$ cat src/rtl/sync_fifo_ext_if.sv
// Streaming FIFO bus: write side, read side, programmable thresholds and status.
// master drives requests and thresholds; slave (the FIFO) drives data and flags.
interface sync_fifo_ext_if #(
    parameter int DATA_WIDTH = 8,
    parameter int ADDR_WIDTH = 4
);
    logic [DATA_WIDTH-1:0] din;
    logic                  wr_en;
    logic                  full;
    logic                  prog_full;
    logic                  overflow;
    logic                  rd_en;
    logic [DATA_WIDTH-1:0] dout;
    logic                  empty;
    logic                  prog_empty;
    logic                  underflow;
    logic [ADDR_WIDTH:0]   prog_full_thresh;
    logic [ADDR_WIDTH:0]   prog_empty_thresh;
    logic [ADDR_WIDTH:0]   data_count;

    modport master (
        output din, wr_en, rd_en, prog_full_thresh, prog_empty_thresh,
        input  full, prog_full, overflow, dout, empty, prog_empty, underflow, data_count
    );

    modport slave (
        input  din, wr_en, rd_en, prog_full_thresh, prog_empty_thresh,
        output full, prog_full, overflow, dout, empty, prog_empty, underflow, data_count
    );
endinterface

$ cat src/rtl/sync_fifo_ext.sv
// Single-clock FIFO, std (dout 1 cycle after read) or fwft (head shown 2 edges after write).
// Backpressure via registered full/empty; rejected requests raise overflow/underflow for one cycle.
module sync_fifo_ext #(
    parameter int    DATA_WIDTH = 8,
    parameter int    ADDR_WIDTH = 4,
    parameter string READ_MODE  = "std",
    parameter string RAM_STYLE  = "distributed"
) (
    input  logic           clk,
    input  logic           rst,
    sync_fifo_ext_if.slave bus
);
    localparam int DEPTH = 2 ** ADDR_WIDTH;
    localparam int PW    = ADDR_WIDTH + 1;
    localparam bit FWFT  = (READ_MODE == "fwft");

    logic [PW-1:0]         wr_ptr;
    logic [PW-1:0]         rd_ptr;
    logic [PW-1:0]         count;
    logic [PW-1:0]         count_nxt;
    logic [DATA_WIDTH-1:0] dout_q;
    logic [DATA_WIDTH-1:0] ram_dat;
    logic                  full_q;
    logic                  empty_q;
    logic                  prog_full_q;
    logic                  prog_empty_q;
    logic                  overflow_q;
    logic                  underflow_q;
    logic                  wr_acc;
    logic                  rd_acc;
    logic                  ram_rd;
    logic                  ram_we;
    logic                  ram_nonempty;
    logic                  empty_nxt;

    always_comb begin
        wr_acc       = bus.wr_en & ~full_q;
        rd_acc       = bus.rd_en & ~empty_q;
        ram_we       = wr_acc & ~rst;
        ram_nonempty = (wr_ptr != rd_ptr);
        count_nxt    = count + PW'(wr_acc) - PW'(rd_acc);
        // In fwft, ~empty_q is the valid bit of the output register; refill it whenever
        // it is idle or being consumed, so back-to-back reads never bubble.
        if (FWFT) begin
            ram_rd    = (empty_q | rd_acc) & ram_nonempty;
            empty_nxt = ~(ram_rd | (~empty_q & ~rd_acc));
        end else begin
            ram_rd    = rd_acc;
            empty_nxt = (count_nxt == '0);
        end
    end

    generate
        if (RAM_STYLE == "block") begin : g_bram
            (* ram_style = "block" *) logic [DATA_WIDTH-1:0] mem [DEPTH];
            always_ff @(posedge clk) begin
                if (ram_we) mem[wr_ptr[ADDR_WIDTH-1:0]] <= bus.din;
            end
            assign ram_dat = mem[rd_ptr[ADDR_WIDTH-1:0]];
        end else begin : g_dram
            (* ram_style = "distributed" *) logic [DATA_WIDTH-1:0] mem [DEPTH];
            always_ff @(posedge clk) begin
                if (ram_we) mem[wr_ptr[ADDR_WIDTH-1:0]] <= bus.din;
            end
            assign ram_dat = mem[rd_ptr[ADDR_WIDTH-1:0]];
        end
    endgenerate

    always_ff @(posedge clk) begin
        if (rst) begin
            wr_ptr       <= '0;
            rd_ptr       <= '0;
            count        <= '0;
            dout_q       <= '0;
            full_q       <= 1'b0;
            empty_q      <= 1'b1;
            prog_full_q  <= 1'b0;
            prog_empty_q <= 1'b1;
            overflow_q   <= 1'b0;
            underflow_q  <= 1'b0;
        end else begin
            if (wr_acc) wr_ptr <= wr_ptr + PW'(1);
            if (ram_rd) begin
                rd_ptr <= rd_ptr + PW'(1);
                dout_q <= ram_dat;
            end
            count        <= count_nxt;
            full_q       <= (count_nxt == PW'(DEPTH));
            empty_q      <= empty_nxt;
            prog_full_q  <= (count_nxt >= bus.prog_full_thresh);
            prog_empty_q <= (count_nxt <= bus.prog_empty_thresh);
            overflow_q   <= bus.wr_en & full_q;
            underflow_q  <= bus.rd_en & empty_q;
        end
    end

    assign bus.dout       = dout_q;
    assign bus.full       = full_q;
    assign bus.empty      = empty_q;
    assign bus.prog_full  = prog_full_q;
    assign bus.prog_empty = prog_empty_q;
    assign bus.overflow   = overflow_q;
    assign bus.underflow  = underflow_q;
    assign bus.data_count = count;
endmodule

$ cat src/flat_wrapper.sv
// flat-port wrapper written by rule: the top's interface ports become plain ports
module sync_fifo_ext_flat 
#(
    parameter int    DATA_WIDTH = 8,
    parameter int    ADDR_WIDTH = 4,
    parameter string READ_MODE  = "   ",
    parameter string RAM_STYLE  = "           "
)
  (clk, rst, bus_din, bus_wr_en, bus_rd_en, bus_prog_full_thresh, bus_prog_empty_thresh, bus_full, bus_prog_full, bus_overflow, bus_dout, bus_empty, bus_prog_empty, bus_underflow, bus_data_count);
  sync_fifo_ext_if #(.DATA_WIDTH(DATA_WIDTH), .ADDR_WIDTH(ADDR_WIDTH)) bus_i ();
  input  logic clk;
  input  logic rst;
  input wire logic [$bits(bus_i.din)-1:0] bus_din;
  input wire logic [$bits(bus_i.wr_en)-1:0] bus_wr_en;
  input wire logic [$bits(bus_i.rd_en)-1:0] bus_rd_en;
  input wire logic [$bits(bus_i.prog_full_thresh)-1:0] bus_prog_full_thresh;
  input wire logic [$bits(bus_i.prog_empty_thresh)-1:0] bus_prog_empty_thresh;
  output wire logic [$bits(bus_i.full)-1:0] bus_full;
  output wire logic [$bits(bus_i.prog_full)-1:0] bus_prog_full;
  output wire logic [$bits(bus_i.overflow)-1:0] bus_overflow;
  output wire logic [$bits(bus_i.dout)-1:0] bus_dout;
  output wire logic [$bits(bus_i.empty)-1:0] bus_empty;
  output wire logic [$bits(bus_i.prog_empty)-1:0] bus_prog_empty;
  output wire logic [$bits(bus_i.underflow)-1:0] bus_underflow;
  output wire logic [$bits(bus_i.data_count)-1:0] bus_data_count;
  assign bus_i.din = bus_din;
  assign bus_i.wr_en = bus_wr_en;
  assign bus_i.rd_en = bus_rd_en;
  assign bus_i.prog_full_thresh = bus_prog_full_thresh;
  assign bus_i.prog_empty_thresh = bus_prog_empty_thresh;
  assign bus_full = bus_i.full;
  assign bus_prog_full = bus_i.prog_full;
  assign bus_overflow = bus_i.overflow;
  assign bus_dout = bus_i.dout;
  assign bus_empty = bus_i.empty;
  assign bus_prog_empty = bus_i.prog_empty;
  assign bus_underflow = bus_i.underflow;
  assign bus_data_count = bus_i.data_count;
  sync_fifo_ext #(.DATA_WIDTH(DATA_WIDTH), .ADDR_WIDTH(ADDR_WIDTH), .READ_MODE(READ_MODE), .RAM_STYLE(RAM_STYLE)) u_core (.clk(clk), .rst(rst), .bus(bus_i));
endmodule
$ cat config.mk
export PLATFORM = sky130hd
export DESIGN_NAME = sync_fifo_ext_flat
export DESIGN_NICKNAME = d
export VERILOG_FILES = /design/src/rtl/sync_fifo_ext_if.sv /design/src/rtl/sync_fifo_ext.sv /design/src/flat_wrapper.sv
export SDC_FILE = /design/constraint.sdc
export NUM_CORES = 1
export LEC_CHECK = 0
export BUFFER_PORTS_ARGS = -buffer_cell sky130_fd_sc_hd__buf_4
export CAP_MARGIN = 5
export CORE_MARGIN = 5
export CORE_UTILIZATION = 40
export DETAILED_ROUTE_END_ITERATION = 10
export SETUP_SLACK_MARGIN = 0.3
export SYNTH_ARGS = -nofsm -noshare
export SYNTH_HDL_FRONTEND = slang
export SYNTH_SLANG_ARGS = --single-unit
export TNS_END_PERCENT = 30
$ cat constraint.sdc
create_clock -name clk -period 2.9 [get_ports clk]
set_input_delay 0.29 -clock clk [delete_from_list [all_inputs] [get_ports clk]]
set_output_delay 0.29 -clock clk [all_outputs]
set_load 0.005 [all_outputs]
==> results.json <==
{
  "status": "completed",
  "detail_route.iter0.violations": 270,
  "yosysSeqAreaShare_pct": 68.1,
  "min_path_type": "input port to flip-flop",
  "placementRows": 46,
  "maxSlewHeadroom_pct": 47.3,
  "synthTopCellsByArea": "edfxtp_1 (60%), dfxtp_1 (8.4%), mux2i_1 (6.4%)",
  "grt_max_degree": 52,
  "period_share_pct": 94.5,
  "grt-ovfl-total": 0,
  "ir_drop_mv": 0.454,
  "netlist.area_leader.share_pct": 59.7,
  "intPower_mw": 4.74,
  "yosysWarnings": 0,
  "critPathSlowestCell": "fa_2",
  "rsz0062_at_grt": "true",
  "p_clk_share_pct": 33.0,
  "cpPeakStageDelay_ns": 0.36,
  "clk_latency_ns": 0.42,
  "synthArstFlopShare_pct": 0,
  "synth_area_leader_cell": "edfxtp_1",
  "tns_ns": 0,
  "synth_common_cells": "edfxtp_1 (128), mux2i_1 (41), nor2_1 (36)",
  "antenna_found_initial": 0,
  "tightest_slew_ns": 0.790,
  "htreeDepth": 4,
  "synth_cells": 406,
  "core_area_mm2": 0.0158,
  "die_x_um": 137,
  "cp_max_fo": 4,
  "place.detailed.hpwl_mm": 8.72,
  "wl_per_cell_um": 19.8,
  "dp_worst_setup_slack_ns": -0.00304,
  "track_usage_pct": 15.8,
  "fillerInstances": 1366,
  "p_leak_nw": 2.68,
  "synth_seq_cells": 155,
  "fin_ws_ns": 0.158,
  "fin_crit_ns": 2.74,
  "end_kind": "flip-flop",
  "vias_per_cell": 5.10,
  "gp_congestion": 0.806,
  "ioPinCount": 41,
  "stdcell_count": 704,
  "postCtsHoldBufs": 0,
  "crit_family": "adder cells",
  "die_h_um": 137,
  "swShare_pct": 28.6,
  "synth-edff-count": 128,
  "synth_fp_nets": 447,
  "required_ns": 3.19,
  "setup_viol": 0,
  "crit_path_start_kind": "flip-flop",
  "first_global_vias": 3725,
  "ff_latch_area_mm2": 0.00439,
  "cts_tree": "done",
  "ys_types": 44,
  "ant_nets": 0,
  "maxClockFrequency_ghz": 0.365,
  "crit_buf_inv": 2,
  "synthFlopType": "edfxtp_1",
  "slew_violations": 0,
  "cts_root_buf": "clkbuf_16",
  "multiInputGateArea_mm2": 0.00196,
  "post-route-drc-count": 0,
  "fin_nets": 516,
  "reg2reg_slack_ns": 0.16,
  "cp_common_cell": "ha_4",
  "post-synth-top-count-cell": "edfxtp_1",
  "worstSetupPathType": "flip-flop to flip-flop",
  "drive_gt1_share_pct": 27.9,
  "vias": 3587,
  "power-per-cell-area_mw_per_mm2": 852,
  "start_util_pct": 40.7,
  "cts_buffers": 17,
  "arrival_ns": 3.03,
  "power_switching_mw": 1.90,
  "die_area_mm2": 0.0187,
  "path_cells": "and2b_2 > ha_4 > inv_2 > ha_4 > fa_2 > a21o_1 > a21oi_2 > xnor2_2 > inv_2 > ha_4 > nor3b_2 > a221oi_2 > a31oi_1",
  "drv_cap": 0,
  "dp_cells": 667,
  "syn_to_final_growth_pct": 20.9,
  "port_buffers": 40,
  "diodes": 0,
  "power_frac_comb_pct": 28.1,
  "dr.pass1.iters": 4,
  "whs_ns": 0.117,
  "synth_area_mm2": 0.00644,
  "syn_avg_cell_area_um2": 15.9,
  "power_frac_seq_pct": 38.9,
  "clock_sinks": 155,
  "fin_worst_skew_ns": 0.00984,
  "finalHoldViolCount": 0,
  "ctsLongestPathBuffers": 2,
  "clkTransAtPathRegs_ns": 0.06,
  "drt_wl_total_mm": 13.9,
  "grt_first_pass_wirelength_mm": 21.5
}
-- cell usage in the layout, fill, tap and decap left out, types with 3 or more instances in the layout --
cell / count
nor2_1: 36
mux2i_1: 41
dfxtp_1: 25
buf_4: 66
nand2_1: 11
clkbuf_16: 17
a21oi_1: 3
mux4_2: 16
nor3b_1: 8
o21ai_0: 9
edfxtp_1: 128
a22oi_1: 16
nand4_1: 4
a21oi_2: 3
inv_1: 16
inv_6: 4
a31oi_1: 9
xor2_1: 5
ha_4: 4
nor2b_1: 8
ha_1: 14
-- layer usage --
| metal | up-vias | GRT usage (%) | wire length, um |
|---|---|---|---|
| met5 | - | 0 | 0 |
| met4 | 0 | 4.99 | 136 |
| met3 | 10 | 3.16 | 596 |
| met2 | 74 | 25.6 | 6870 |
| met1 | 1812 | 21.5 | 6340 |
| li1 | 1691 | - | - |
-- sequential cells by signal, summed over array words and instances (netlist names) --
name and flops:
u_core.rd_ptr 4, u_core.g_dram.mem 128, u_core.bus.dout 8, u_core.bus.full 1, u_core.bus.prog_full 1, u_core.bus.data_count 5
u_core.bus.prog_empty 1, u_core.wr_ptr 4, u_core.bus.empty 1, u_core.bus.underflow 1, u_core.bus.overflow 1
-- per-stage QoR --
| stage | utilization (%) | power [mW] | instance area [um2] |
|---|---|---|---|
| 2_1_floorplan | - | 3.79 | 6480 |
| 3_3_place_gp | 45.0 | 4.27 | 7120 |
| 3_5_place_dp | 45.0 | 4.32 | 7120 |
| 4_1_cts | 49.0 | 6.59 | 7750 |
| 5_1_grt | 49.2 | 6.97 | 7780 |
| 6_report | 49.2 | 6.63 | 7780 |
-- final timing paths --
kind / start / end / depth (start not counted)
hold / removal: bus_wr_en / u_core.bus.overflow / 3
hold reg to reg: u_core.bus.full / u_core.bus.overflow / 2
setup / recovery: u_core.bus.empty / u_core.bus.prog_full / 13
setup reg to reg: u_core.bus.empty / u_core.bus.prog_full / 13
-- worst min-delay path, stage by stage --
cell	delay [ns]
buf_4	0.08
nand2_1	0.05
nor2_1	0.08
-- timing repair --
| item | 4_1_cts | 5_1_grt |
|---|---|---|
| gates resized for setup | 2 | 5 |
| buffers inserted | 5 | 0 |
| endpoints found under the setup margin | 2 | 2 |
| pin swaps | 8 | 6 |
-- power groups by stage --
stage / combinational (mW) / sequential [mW] / clock, mW
after floorplan: 1.17 / 2.62 / 0
after global placement: 1.64 / 2.63 / 0
after detailed placement: 1.68 / 2.63 / 0
after CTS: 1.77 / 2.58 / 2.23
after global routing: 2.05 / 2.60 / 2.32
final: 1.86 / 2.58 / 2.19
-- layout make-up --
| cell class | count | area share, % |
|---|---|---|
| multi-input combinational | 216 | 25.2 |
| clock inverter | 12 | 1.77 |
| timing repair buffer | 67 | 6.62 |
| tap | 216 | 3.47 |
| inverter | 18 | 0.868 |
| sequential | 155 | 56.4 |
| clock buffer | 20 | 5.74 |
-- cells by family after synthesis --
| group | after synthesis | share of synthesized area, % |
|---|---|---|
| AO/OA/AOI/OAI | 47 | 4.86 |
| XOR/XNOR | 10 | 1.69 |
| adder cells (fa/ha/maj) | 19 | 3.81 |
| buffers and inverters | 35 | 2.68 |
| flip-flops | 155 | 68.1 |
| multiplexers | 57 | 12.0 |
| AND/OR/NAND/NOR | 83 | 6.86 |
Note: power is estimated with default switching activity, not from simulation.
